**config.mk**
```make
export PLATFORM = sky130hd
export DESIGN_NAME = lstm_gate_serializer
export DESIGN_NICKNAME = d
export VERILOG_FILES = /design/src/rtl/lstm_gate_serializer.sv
export SDC_FILE = /design/constraint.sdc
export NUM_CORES = 1
export LEC_CHECK = 0
export BUFFER_PORTS_ARGS = -buffer_cell sky130_fd_sc_hd__clkbuf_2
export CORE_AREA = 3 3 131 133
export DETAILED_ROUTE_END_ITERATION = 16
export DIE_AREA = 0 0 134 136
export PLACE_DENSITY = 0.7
export SYNTH_ARGS = -nofsm -noshare
export SYNTH_HDL_FRONTEND = slang
export SYNTH_SLANG_ARGS = --single-unit
```
**constraint.sdc**
```tcl
create_clock -name clk -period 5.29 [get_ports clk]
set_input_delay 1.058 -clock clk [delete_from_list [all_inputs] [get_ports clk]]
set_output_delay 1.058 -clock clk [all_outputs]
set_load 0.01 [all_outputs]
```
**src/rtl/lstm_gate_serializer.sv**
```systemverilog
// Holds one cell's four gate words stable for a 4:1 mux and steps the select per accepted beat.
// States: IDLE = waiting for a gate set (in_ready=1) | ISSUE = presenting words, o_sel 0..3
module lstm_gate_serializer #(
  parameter int WIDTH   = 32,
  parameter int N_CELLS = 8,
  parameter int IDX_W   = 3
) (
  input  logic                    clk,
  input  logic                    rst,
  input  logic                    clr,
  input  logic                    in_valid,
  output logic                    in_ready,
  input  logic signed [WIDTH-1:0] in_a,
  input  logic signed [WIDTH-1:0] in_b,
  input  logic signed [WIDTH-1:0] in_c,
  input  logic signed [WIDTH-1:0] in_d,
  output logic signed [WIDTH-1:0] o_a,
  output logic signed [WIDTH-1:0] o_b,
  output logic signed [WIDTH-1:0] o_c,
  output logic signed [WIDTH-1:0] o_d,
  output logic [1:0]              o_sel,
  output logic                    out_valid,
  input  logic                    out_ready,
  output logic [IDX_W-1:0]        o_cell_idx,
  output logic                    o_last
);

  typedef enum logic {S_IDLE, S_ISSUE} state_t;

  localparam logic [IDX_W-1:0] LAST_IDX = IDX_W'(N_CELLS - 1);

  state_t                  r_state, w_state_nxt;
  logic signed [WIDTH-1:0] r_a, r_b, r_c, r_d;
  logic signed [WIDTH-1:0] w_a_nxt, w_b_nxt, w_c_nxt, w_d_nxt;
  logic [1:0]              r_sel, w_sel_nxt;
  logic [IDX_W-1:0]        r_idx, w_idx_nxt;
  logic                    w_cell_done, w_accept;

  assign w_cell_done = (r_state == S_ISSUE) && out_ready && (r_sel == 2'd3);
  assign in_ready    = (r_state == S_IDLE) || w_cell_done;
  // clr blocks the capture even while in_ready is high
  assign w_accept    = in_ready && in_valid && !clr;

  always_comb begin
    w_state_nxt = r_state;
    w_a_nxt     = r_a;
    w_b_nxt     = r_b;
    w_c_nxt     = r_c;
    w_d_nxt     = r_d;
    w_sel_nxt   = r_sel;
    w_idx_nxt   = r_idx;
    if (clr) begin
      w_state_nxt = S_IDLE;
      w_sel_nxt   = 2'd0;
      w_idx_nxt   = '0;
    end else begin
      if (w_cell_done) begin
        w_idx_nxt   = (r_idx == LAST_IDX) ? '0 : r_idx + IDX_W'(1);
        w_state_nxt = S_IDLE;
        w_sel_nxt   = 2'd0;
      end else if (r_state == S_ISSUE && out_ready) begin
        w_sel_nxt = r_sel + 2'd1;
      end
      if (w_accept) begin
        w_a_nxt     = in_a;
        w_b_nxt     = in_b;
        w_c_nxt     = in_c;
        w_d_nxt     = in_d;
        w_sel_nxt   = 2'd0;
        w_state_nxt = S_ISSUE;
      end
    end
  end

  always_ff @(posedge clk or posedge rst) begin
    if (rst) begin
      r_state <= S_IDLE;
      r_a     <= '0;
      r_b     <= '0;
      r_c     <= '0;
      r_d     <= '0;
      r_sel   <= 2'd0;
      r_idx   <= '0;
    end else begin
      r_state <= w_state_nxt;
      r_a     <= w_a_nxt;
      r_b     <= w_b_nxt;
      r_c     <= w_c_nxt;
      r_d     <= w_d_nxt;
      r_sel   <= w_sel_nxt;
      r_idx   <= w_idx_nxt;
    end
  end

  assign o_a        = r_a;
  assign o_b        = r_b;
  assign o_c        = r_c;
  assign o_d        = r_d;
  assign o_sel      = r_sel;
  assign o_cell_idx = r_idx;
  assign out_valid  = (r_state == S_ISSUE);
  assign o_last     = out_valid && (r_sel == 2'd3) && (r_idx == LAST_IDX);

endmodule

```
After elaboration in Yosys (flattened, before gate mapping)
Index checks and enable logic that the tools add are counted.

word-level totals
  register bits = 134
  input port bits = 133
  output and inout bits = 136
  logic and storage cells = 35

cells by class
  add/sub/neg operators = 2
  equal/unequal tests = 2
  multiplexer cells = 10
  bitwise gates (word level) = 2
  reduce and logical (&&, ||, !) cells = 12

operators by type and width
  cell                                          number
  two-way mux 3 bit                             3
  two-way mux 2 bit                             4
  logical AND 1 bit                             6
  nonzero test 4 bit                            1
  adder 3 x 1 -> 3 bit (second input constant)  1
  equality test 3 bit (second input constant)   1
  two-way mux 1 bit                             3
  nonzero test 3 bit                            1
  adder 2 x 1 -> 2 bit (second input constant)  1
  equality test 2 bit (second input constant)   1
  NOT 1 bit                                     2
  AND reduction 2 bit                           1
  nonzero test 2 bit                            1
  zero test 1 bit                               1
  logical OR 1 bit                              1

Longest topological paths before layout
  depth after elaboration = 7
  gate-level depth with buffers = 6
  gate-level depth less buffers = 4

Least setup slack after synthesis
No wires, ideal clock.

  path type = in2out
  from = input port out_ready
  to = output port in_ready
  data arrival time = 1.328 ns
  required time = 4.232 ns
  slack = 2.904 ns
  stages = 2
  path buffers = 0
  cells stage by stage = a21boi_4 > inv_1

between the ends
  cells in the longest elaborated chain, start to end = 3

ends and longest elaborated chain
  element                         RTL line  text
  start: declaration              23        input logic out_ready,
  logical AND 1 bit (2 in a row)  39        assign w_cell_done = (r_state == S_ISSUE) && out_ready && (r_sel == 2'd3);
  logical OR 1 bit                40        assign in_ready = (r_state == S_IDLE) || w_cell_done;
  end: declaration                12        output logic in_ready,

No other way between the ends.

Worst setup path after layout
Same ends and word-level chain as after synthesis.

==> metrics.md <==
| Metric | Value |
|---|---|
| Chip Width | `134 µm` |
| Final setup fails | `0` |
| Largest family of logic cells by synthesized area | `multiplexers` |
| Worst R2R Setup Slack | `2940 ps` |
| Crit path max-delay family | `buffers and inverters` |
| Detailed Route Iter0 Violations | `104` |
| Mux contribution to synthesized area | `32.55%` |
| DRC | `0` |
| CP Launch Type | `primary input` |
| Post-Syn Nets | `439` |
| Arr. time, crit path | `about 1600 ps` |
| Clock Latency Late Sink | `400 ps` |
| Ys Warns | `0` |
| Clock Skews | `between 5 and 6 ps` |
| Total Power | `0.003093 W` |
| Vias | `3,556` |
| Outcome | `finished, final reports clean` |
| Core Area | `15,940 µm²` |
| Worst hold path class | `register to register` |
| Slowest-stage cell, CP | `a21boi_4` |
| Share of the synthesized area in the top cell type | `59.50%` |
| Slew @ Worst Pin | `945.5 ps` |
| Global-route wire length before repair | `20,080 µm` |
| Synthesized netlist cell count | `303` |
| Routability cong. | `0.7732` |
| Top post-synthesis cells by area | `dfrtp_1 60%, mux2_4 27%, mux2_2 5.2%` |
| # rows | `46` |
| Vias per cell | `4.417` |
| Antenna Nets Post-Route | `0` |
| Drt first pass iters | `4` |
| Yosys reg bits | `134` |
| CTS H-Tree Depth | `4` |
| Die Footprint | `~18,000 µm²` |
| Crit path required time | `4230 ps` |
| Largest stage delay, worst path | `about 210 ps` |
| WP buf/inv | `3` |
| Input/output buffers | `268` |
| N_diodes | `0` |
| CTS Sinks | `between 100 and 150` |
| Fin crit share | `50.46%` |
| Clock-pin slew on the worst setup and hold paths | `50 ps` |
| Max Cap Viol | `0` |
| Critical path class | `primary input to output pin` |
| # IOs | `269` |
| CTS max path bufs | `2` |
| All-Layer GR Usage | `14.02%` |
| Achievable Freq | `0.3746 GHz` |
| Hold slack final | `503.9 ps` |
| Vias in the first global route | `3,952` |
| Post-synthesis compound-gate area fraction | `less than 1%` |
| Final Critical Period | `between 2000 and 3000 ps` |
| Root buffer cell | `clkbuf_16` |
| CP Capture Type | `output pin` |
| Worst relative slew slack | `36.96%` |
| CP dominant cell by count | `clkbuf_2` |
| Dpl hpwl | `9212 µm` |
| Postcts setup bufs | `0` |
| Total wire length | `about 13,000 µm` |
| Post-synthesis simple-gate area fraction | `under 10%` |
| CTS resizes | `0` |
| Initial core utilization | `35.35%` |
| Initial antenna violation count | `0` |
| Syn_area_per_cell | `18.60 µm²` |
| RSZ-0062 raised after global routing | `no` |
| Synthesized area | `approximately 5600 µm²` |
| Max Transition Viols Final | `0` |
| Post-synth top area cell | `dfrtp_1` |
| Leakage power | `about 3.9 nW` |
| Max FO, Critical Path | `4` |
| Final hold violation count | `0` |
| Hold_buf cts | `0` |
| Per-cell routed wire length | `15.90 µm` |
| CP Cell Sequence | `clkbuf_2 > a21boi_4 > inv_1 > clkbuf_2` |
| Largest net degree at the start of global routing | `129` |
| Share of cells above drive strength 1 | `73.17%` |
| Final setup TNS | `0 ps` |
| GRT overflow | `0` |
| Synth Area in Adders | `0.6661%` |
| Max VDD drop | `0.2110 mV` |
| Yosys cell types | `20` |
| PwrDens | `409.6 nW/µm²` |
| Die height | `roughly 140 µm` |
| Seq/Total Area, Yosys | `59.50%` |
| Nets | `a little over 700` |
| Layout area overhead | `34.01%` |
| CTS Buf Count | `17` |
| Synth Area in XOR/XNOR | `0%` |
| CTS tree | `done` |
-- worst register-to-register path, stage by stage, from the launching register on --
cell and delay, ps:
dfrtp_1 400, ha_1 270, a21boi_4 90, nor3b_4 220
buf_12 660, mux2_2 590
-- placed cells by master (no fill, tap or decap), drive strengths merged --
| master | netlist | final |
|---|---|---|
| a221oi | 1 | 1 |
| clkinv | 0 | 6 |
| and3 | 1 | 1 |
| mux2i | 1 | 1 |
| or3 | 2 | 2 |
| clkinvlp | 0 | 3 |
| bufinv | 0 | 1 |
| nand2 | 4 | 4 |
| nand3 | 3 | 3 |
| dfrtp | 134 | 134 |
| nor2 | 3 | 3 |
| or3b | 1 | 1 |
| nand2b | 1 | 1 |
| buf | 14 | 2 |
| a21oi | 3 | 3 |
| inv | 2 | 2 |
| clkbuf | 0 | 288 |
| ha | 3 | 3 |
| mux2 | 128 | 128 |
| nor3b | 1 | 1 |
| a21boi | 1 | 1 |
-- final cells by class --
cell class	count	area [µm²]
Clock inverter	10	82.58
Multi-Input combinational cell	153	2008
Inverter	2	12.51
Timing Repair Buffer	270	1369
Fill cell	1420	8391
Tap cell	216	270.3
Sequential cell	134	3353
Clock buffer	20	456.7
-- stage by stage --
stage,cells,setup slack [ps],area [µm²],util [%]
final,805,2621,7552,47.37
after global placement,775,2540,7013,43.99
after CTS,805,2627,7552,47.37
after floorplan,303,649.2,5635,-
after detailed placement,775,2455,7013,43.99
after global routing,805,2556,7552,47.37
-- kinds of logic (layout without fill, tap and decap cells) --
logic type	after synthesis	in the layout
DFF	134	134
AOI/OAI and AO/OA	5	5
buffers and inverters	16	302
adders and majority gates	3	3
muxes	129	129
and+or+nand+nor	16	16
-- worst paths after layout --
kind	cells past startpoint	end	from
max in group asynchronous	3	o_c[14]$_DFFE_PP0P_	rst
worst min-delay path	1	o_d[17]$_DFFE_PP0P_	o_d[17]$_DFFE_PP0P_
worst max-delay path	4	in_ready	out_ready
worst min register to register	1	o_d[17]$_DFFE_PP0P_	o_d[17]$_DFFE_PP0P_
min in group asynchronous	2	o_c[19]$_DFFE_PP0P_	rst
worst max register to register	5	o_d[19]$_DFFE_PP0P_	o_sel[0]$_DFFE_PP0P_
-- metal layers --
layer	wire, µm	vias to the layer above	global-route usage (%)
met1	5210	1757	16.79
met3	869	22	4.959
met2	6450	166	23.30
met5	0	-	0
met4	271	0	5.371
li1	-	1611	-
-- report_power, final --
part	leakage [nW]	switching (W)	internal [W]
clock network	0.263	0.000416	0.000659
registers	1.59	0.000110	0.00122
logic	2.06	0.000294	0.000398
total	3.91	0.000820	0.00227
-- cells in the mapped netlist (all sizes together) --
library cell  instances
ha                    3
nor2                  3
a21boi                1
dfrtp               134
and3                  1
mux2i                 1
nand2b                1
or3                   2
nand2                 4
a21oi                 3
a221oi                1
buf                  14
nor3b                 1
inv                   2
nand3                 3
or3b                  1
mux2                128
-- flip-flops by register name, summed over array words and instances, names as in the netlist --
name        cells
o_a            32
o_b            32
o_c            32
o_d            32
o_cell_idx      3
o_sel           2
out_valid       1
Power figures use the tool's default switching activity.
